==> config.mk <==
export PLATFORM = sky130hd
export DESIGN_NAME = map_query_arbiter_flat
export DESIGN_NICKNAME = d
export VERILOG_FILES = /design/src/rtl/map_query_arbiter_if.sv /design/src/rtl/map_query_arbiter.sv /design/src/flat_wrapper.sv
export SDC_FILE = /design/constraint.sdc
export NUM_CORES = 1
export LEC_CHECK = 0
export ABC_AREA = 1
export CAP_MARGIN = 20
export CORE_ASPECT_RATIO = 0.8
export CORE_MARGIN = 5
export CORE_UTILIZATION = 40
export DETAILED_ROUTE_END_ITERATION = 16
export PLACE_DENSITY = 0.79
export SLEW_MARGIN = 10
export SYNTH_ARGS = -nofsm -noshare
export SYNTH_HDL_FRONTEND = slang
export SYNTH_SLANG_ARGS = --single-unit
==> constraint.sdc <==
create_clock -name clk -period 4.41 [get_ports clk]
set_input_delay 0.441 -clock clk [delete_from_list [all_inputs] [get_ports clk]]
set_output_delay 0.441 -clock clk [all_outputs]
set_load 0.02 [all_outputs]
==> src/rtl/map_query_arbiter_if.sv <==
// Bundle of requester-side and lookup-side signals for map_query_arbiter.
// The slave modport is the arbiter's view. The master modport is the
// environment's view: the requesters plus the map lookup.
interface map_query_arbiter_if #(
    parameter int NUM_REQ = 3
);
    logic [NUM_REQ-1:0]    req;
    logic [NUM_REQ*11-1:0] req_x;
    logic [NUM_REQ*10-1:0] req_y;
    logic [NUM_REQ-1:0]    ack;
    logic [1:0]            rsp_class;
    logic [1:0]            grant_id;
    logic                  busy;
    logic                  lk_valid;
    logic [10:0]           lk_x;
    logic [9:0]            lk_y;
    logic                  lk_ready;
    logic                  lk_rvalid;
    logic [1:0]            lk_class;
    logic                  timeout_err;

    modport slave (
        input  req, req_x, req_y, lk_ready, lk_rvalid, lk_class,
        output ack, rsp_class, grant_id, busy, lk_valid, lk_x, lk_y, timeout_err
    );

    modport master (
        output req, req_x, req_y, lk_ready, lk_rvalid, lk_class,
        input  ack, rsp_class, grant_id, busy, lk_valid, lk_x, lk_y, timeout_err
    );
endinterface

==> src/rtl/map_query_arbiter.sv <==
// map_query_arbiter: round-robin sharing of one map obstacle-lookup port.
// Requests whose coordinates fall outside the 767x766 play field are
// answered locally with BOUNDARY (3).
// Optional watchdog: define MAP_ARB_TIMEOUT_EN to force a BOUNDARY answer
// plus timeout_err after TIMEOUT cycles in ISSUE/WAIT.
module map_query_arbiter #(
    parameter int NUM_REQ = 3,
    parameter int TIMEOUT = 15
) (
    input logic              clk,
    input logic              rst,
    map_query_arbiter_if.slave bus
);
    typedef enum logic [1:0] {IDLE, ISSUE, WAIT, RESP} state_t;

    localparam logic [1:0] CLS_BOUNDARY = 2'd3;

    state_t      state_q, state_d;
    logic [1:0]  ptr_q, ptr_d;
    logic [1:0]  grant_q, grant_d;
    logic [1:0]  class_q, class_d;
    logic [10:0] cx_q, cx_d;
    logic [9:0]  cy_q, cy_d;
    logic        timeout_hit;

    // Requester inputs padded to 4 entries so a 2-bit index is always legal.
    logic [3:0]  req_pad;
    logic [10:0] x_arr [4];
    logic [9:0]  y_arr [4];

    for (genvar g = 0; g < 4; g++) begin : g_unpack
        if (g < NUM_REQ) begin : g_used
            assign req_pad[g] = bus.req[g];
            assign x_arr[g]   = bus.req_x[11*g +: 11];
            assign y_arr[g]   = bus.req_y[10*g +: 10];
        end else begin : g_pad
            assign req_pad[g] = 1'b0;
            assign x_arr[g]   = '0;
            assign y_arr[g]   = '0;
        end
    end

    // Round-robin pick: first set req searching upward from ptr+1, wrapping.
    logic       found;
    logic [1:0] sel;
    logic [2:0] cand;
    always_comb begin
        found = 1'b0;
        sel   = '0;
        cand  = '0;
        for (int k = 1; k <= NUM_REQ; k++) begin
            cand = {1'b0, ptr_q} + 3'(k);
            if (cand >= 3'(NUM_REQ)) cand = cand - 3'(NUM_REQ);
            if (!found && req_pad[cand[1:0]]) begin
                found = 1'b1;
                sel   = cand[1:0];
            end
        end
    end

`ifdef MAP_ARB_TIMEOUT_EN
    logic [7:0] cnt_q, cnt_d;
    logic       to_q, to_d;

    assign timeout_hit = (state_q == ISSUE || state_q == WAIT) && (cnt_q == 8'(TIMEOUT));

    // Watchdog counter. Every ISSUE is entered from IDLE, so clearing in IDLE
    // gives a zero count on ISSUE entry. to_q records a forced answer; a real
    // response in the deadline cycle takes precedence.
    always_comb begin
        cnt_d = cnt_q;
        to_d  = to_q;
        case (state_q)
            IDLE:        begin cnt_d = '0; to_d = 1'b0; end
            ISSUE, WAIT: begin
                cnt_d = cnt_q + 8'd1;
                to_d  = timeout_hit && !(state_q == WAIT && bus.lk_rvalid);
            end
            default:     ;
        endcase
    end

    // Watchdog state registers.
    always_ff @(posedge clk) begin
        if (!rst) begin
            cnt_q <= '0;
            to_q  <= 1'b0;
        end else begin
            cnt_q <= cnt_d;
            to_q  <= to_d;
        end
    end

    assign bus.timeout_err = (state_q == RESP) && to_q;
`else
    assign timeout_hit     = 1'b0;
    assign bus.timeout_err = 1'b0;
`endif

    // Next-state logic for the arbiter FSM and its latched transaction fields.
    always_comb begin
        state_d = state_q;
        ptr_d   = ptr_q;
        grant_d = grant_q;
        class_d = class_q;
        cx_d    = cx_q;
        cy_d    = cy_q;
        case (state_q)
            IDLE: begin
                if (found) begin
                    grant_d = sel;
                    cx_d    = x_arr[sel];
                    cy_d    = y_arr[sel];
                    if (x_arr[sel] > 11'd766 || y_arr[sel] > 10'd765) begin
                        class_d = CLS_BOUNDARY;
                        state_d = RESP;
                    end else begin
                        state_d = ISSUE;
                    end
                end
            end
            ISSUE: begin
                if (timeout_hit) begin
                    class_d = CLS_BOUNDARY;
                    state_d = RESP;
                end else if (bus.lk_ready) begin
                    state_d = WAIT;
                end
            end
            WAIT: begin
                if (bus.lk_rvalid) begin
                    class_d = bus.lk_class;
                    state_d = RESP;
                end else if (timeout_hit) begin
                    class_d = CLS_BOUNDARY;
                    state_d = RESP;
                end
            end
            RESP: begin
                ptr_d   = grant_q;
                state_d = IDLE;
            end
            default: state_d = IDLE;
        endcase
    end

    // FSM state and transaction registers. Reset drops any in-flight lookup.
    always_ff @(posedge clk) begin
        if (!rst) begin
            state_q <= IDLE;
            ptr_q   <= 2'(NUM_REQ - 1);
            grant_q <= '0;
            class_q <= '0;
            cx_q    <= '0;
            cy_q    <= '0;
        end else begin
            state_q <= state_d;
            ptr_q   <= ptr_d;
            grant_q <= grant_d;
            class_q <= class_d;
            cx_q    <= cx_d;
            cy_q    <= cy_d;
        end
    end

    // All outputs come from registers or decode of the state register only.
    assign bus.ack       = (state_q == RESP) ? ({{(NUM_REQ-1){1'b0}}, 1'b1} << grant_q) : '0;
    assign bus.rsp_class = class_q;
    assign bus.grant_id  = grant_q;
    assign bus.busy      = (state_q != IDLE);
    assign bus.lk_valid  = (state_q == ISSUE);
    assign bus.lk_x      = cx_q;
    assign bus.lk_y      = cy_q;
endmodule

==> src/flat_wrapper.sv <==
// flat-port wrapper written by rule: the top's interface ports become plain ports
module map_query_arbiter_flat 
#(
    parameter int NUM_REQ = 3,
    parameter int TIMEOUT = 15
)
  (clk, rst, bus_req, bus_req_x, bus_req_y, bus_lk_ready, bus_lk_rvalid, bus_lk_class, bus_ack, bus_rsp_class, bus_grant_id, bus_busy, bus_lk_valid, bus_lk_x, bus_lk_y, bus_timeout_err);
  map_query_arbiter_if #(.NUM_REQ(NUM_REQ)) bus_i ();
  input logic clk;
  input logic rst;
  input wire logic [$bits(bus_i.req)-1:0] bus_req;
  input wire logic [$bits(bus_i.req_x)-1:0] bus_req_x;
  input wire logic [$bits(bus_i.req_y)-1:0] bus_req_y;
  input wire logic [$bits(bus_i.lk_ready)-1:0] bus_lk_ready;
  input wire logic [$bits(bus_i.lk_rvalid)-1:0] bus_lk_rvalid;
  input wire logic [$bits(bus_i.lk_class)-1:0] bus_lk_class;
  output wire logic [$bits(bus_i.ack)-1:0] bus_ack;
  output wire logic [$bits(bus_i.rsp_class)-1:0] bus_rsp_class;
  output wire logic [$bits(bus_i.grant_id)-1:0] bus_grant_id;
  output wire logic [$bits(bus_i.busy)-1:0] bus_busy;
  output wire logic [$bits(bus_i.lk_valid)-1:0] bus_lk_valid;
  output wire logic [$bits(bus_i.lk_x)-1:0] bus_lk_x;
  output wire logic [$bits(bus_i.lk_y)-1:0] bus_lk_y;
  output wire logic [$bits(bus_i.timeout_err)-1:0] bus_timeout_err;
  assign bus_i.req = bus_req;
  assign bus_i.req_x = bus_req_x;
  assign bus_i.req_y = bus_req_y;
  assign bus_i.lk_ready = bus_lk_ready;
  assign bus_i.lk_rvalid = bus_lk_rvalid;
  assign bus_i.lk_class = bus_lk_class;
  assign bus_ack = bus_i.ack;
  assign bus_rsp_class = bus_i.rsp_class;
  assign bus_grant_id = bus_i.grant_id;
  assign bus_busy = bus_i.busy;
  assign bus_lk_valid = bus_i.lk_valid;
  assign bus_lk_x = bus_i.lk_x;
  assign bus_lk_y = bus_i.lk_y;
  assign bus_timeout_err = bus_i.timeout_err;
  map_query_arbiter #(.NUM_REQ(NUM_REQ), .TIMEOUT(TIMEOUT)) u_core (.clk(clk), .rst(rst), .bus(bus_i));
endmodule
==> run_results.csv <==
group,metric,value,unit
critical_path,crit_chain,"inv_2 -> ha_1 -> inv_4 -> o21ai_1 -> a31oi_2 -> nand2_4 -> inv_2 -> nand3_1 -> nand2_1 -> nand2_1 -> nor2_1 -> nand2_1 -> nand2_1 -> nand2_1 -> nand3_2 -> nand3_1 -> nand2_1 -> nor2_1",
run_status,outcome,"finished clean",
sta,fin_setup_tns,0,ps
clock_tree,clkLatencyLatePin,280,ps
place,globalplace.congestion,0.8388,
critical_path,cp_top_family,"simple AND/OR/NAND/NOR gates",
critical_path,cp_slowest_cell,"a31oi_2",
place,io_buffers,101,
critical_path,crit_type,"register to register",
critical_path,crit_buf_inv,3,
finish,layout_common_cells,"clkdlybuf4s50_1, nand2_1, inv_1",
finish,area_growth,46.03,%
finish,fill_cells,513,
sta,setup_viol,0,
critical_path,cp-start-kind,"register",
grt,antenna_found_initial,0,
drt,wl_met1,3237,um
critical_path,critPathMaxStageDelay,640,ps
place,dpl.hpwl,5852,um
clock_tree,cts_resized,0,
drt,wl_met2,3434,um
synth,synth_fa_ha_area_frac,0.04317,
finish,layout-drive-gt1-share,0.08085,
min_path,worstHoldPathType,"register to register",
power,total_leakage_power,1.684,nW
drt,maxUsedRoutingLayer,"met4",
clock_tree,numClockSinks,29,
clock_tree,cts_hold_buf,0,
clock_tree,htreeDepth,2,
sta,period_share,0.8274,
floorplanning,initial_utilization,0.4196,
grt,grt_pass1_wl,11780,um
synth,synth_compound_area_frac,0.1225,
critical_path,path_common_cell,"nand2_1",
clock_tree,cts_max_path_buffers,2,
floorplanning,fp.dieArea,0.007428,sq mm
drt,routedWlPerCell,13.22,um
job,max_cap_viol_count,0,
drt,detail_route.wirelength,7243,um
critical_path,worstPathRequired,4580,ps
synth,synth-simple-area-share,0.4188,
critical_path,cp_max_fo,23,
synth,syn-num-nets,458,
sta,maxSlewViolCount,0,
sta,rsz0062_at_grt,"no",
sta,slew_headroom,0.5012,
sta,min_period,3649,ps
floorplanning,design.core.area,0.005525,sq mm
sta,hold_violations,0,
grt,grt_use_total,0.1980,
sta,timing.fmax,0.2741,GHz
synth,yosysWarnings,0,
synth,ys_ff_latch,29,
synth,ys_types,27,
sta,tightest_slew,745.9,ps
critical_path,cp.arrival,3820,ps
synth,syn_avg_cell_area,6.134,sq um
drt,vias,2609,
floorplanning,fp.dieW,95.12,um
synth,yosys.area_share.xor_xnor,0,
critical_path,endpoint_kind,"register",
power,irDropWorstVdd,209.5,uV
clock_tree,post_cts_buffers,0,
floorplanning,pin_count,103,
finish,antenna_cells,0,
drt,drc,0,
drt,ant_nets,0,
floorplanning,die_h,78.10,um
grt,overflow,0,
synth,synth.area.mux_share,0,
drt,met3_wirelength,490,um
power,total_power,2.139,mW
power,p_per_area,631.8,mW/mm^2
synth,synth.yosys.seq_area_share,0.2504,
synth,synth_area,0.002318,sq mm
drt,first_pass_iters,4,
drt,dr.first_iter.drc_count,102,
clock_tree,root_buffer,"clkbuf_8",
synth,synth_top_family_by_area,"simple AND/OR/NAND/NOR gates",
grt,grt_pass1_vias,2489,
clock_tree,cts_tree,"built",
grt,grt_max_degree,24,
drt,vias_per_cell,4.761,
finish,final_common_cell,"clkdlybuf4s50_1",
clock_tree,cts_buffers,5,
clock_tree,clk_pin_slew,70,ps
finish,fin_nets,549,
floorplanning,rows,24,
synth,syn_inst,378,
sta,skew,5.879,ps
cell type report:
| class | instances | area [sq um] | area share |
|---|---|---|---|
| Clock buffer | 6 | 72.57 | 0.02143 |
| Timing Repair Buffer | 102 | 1018 | 0.3008 |
| Sequential cell | 29 | 580.6 | 0.1715 |
| Multi-Input combinational cell | 267 | 1361 | 0.4021 |
| Clock inverter | 2 | 10.01 | 0.002956 |
| Inverter | 64 | 245.2 | 0.07243 |
| Tap cell | 78 | 97.59 | 0.02882 |
per-layer routing:
layer  vias up  GRT usage
met1      1164     0.2663
met4         0    0.05620
met3         7    0.03250
li1       1359          -
met2        79     0.3256
met5         -          0
path summary, 6_finish.rpt:
path,slack (ps),depth (start not counted),startpoint,endpoint
worst min-delay path,500,2,u_core.bus.lk_y[6],u_core.bus.lk_y[6]
worst max-delay path,760,18,u_core.ptr_q[0],u_core.bus.rsp_class[1]
worst max register to register,760,18,u_core.ptr_q[0],u_core.bus.rsp_class[1]
worst min register to register,500,2,u_core.bus.lk_y[6],u_core.bus.lk_y[6]
per-stage QoR:
step	cell area (sq um)	util	hold slack [ps]	instances	setup WS [ps]
3_3_place_gp	3303	0.5978	481.3	540	1007
4_1_cts	3386	0.6128	503.4	548	815.9
6_report	3386	0.6128	500.8	548	761.1
2_1_floorplan	2318	-	508.3	378	1877
5_1_grt	3386	0.6128	516.4	548	345.8
3_5_place_dp	3303	0.5978	484.0	540	856.4
synthesized netlist by cell type:
master	instances	area, sq um
nand2_1	82	307.8
a21oi_1	11	55.05
buf_2	2	10.01
conb_1	1	3.750
inv_4	2	12.51
nand3_1	36	180.2
clkbuf_1	5	18.77
nand2_4	3	33.78
nand2_2	7	43.79
clkinv_1	1	3.750
o21ai_1	2	10.01
a41oi_1	1	8.760
ha_1	8	100.1
o211ai_1	4	30.03
dfxtp_1	29	580.6
a211oi_1	1	7.510
inv_1	58	217.7
buf_4	5	37.54
inv_2	3	11.26
nor3_1	2	10.01
a31oi_2	1	12.51
o21ai_0	32	160.2
nor2_1	56	210.2
buf_6	6	67.56
nand3_2	11	110.1
nor2_4	2	22.52
nand3b_1	7	52.55
tightest hold or removal path, stage by stage, from the launching register on:
cell and delay [ps]:
dfxtp_1 330, o211ai_1 90, inv_1 50
cells by family (layout without fill, tap and decap cells):
| kind of cell | count (synthesis) | after routing |
|---|---|---|
| flops | 29 | 29 |
| fa+ha+maj | 8 | 8 |
| buf+inv | 82 | 174 |
| other cells | 1 | 1 |
| compound gates | 52 | 52 |
| simple gates | 206 | 206 |
sequential cells by signal, indices dropped and copies added, names as in the netlist:
| signal | flops |
|---|---|
| u_core.state_q | 2 |
| u_core.bus.grant_id | 2 |
| u_core.ptr_q | 2 |
| u_core.bus.rsp_class | 2 |
| u_core.bus.lk_y | 10 |
| u_core.bus.lk_x | 11 |
power by group:
part | switching, mW | leakage, nW | internal [mW]
clock network | 0.101 | 0.0450 | 0.109
registers | 0.0895 | 0.241 | 0.393
logic | 0.876 | 1.40 | 0.571
(Power assumes the default switching activity.)
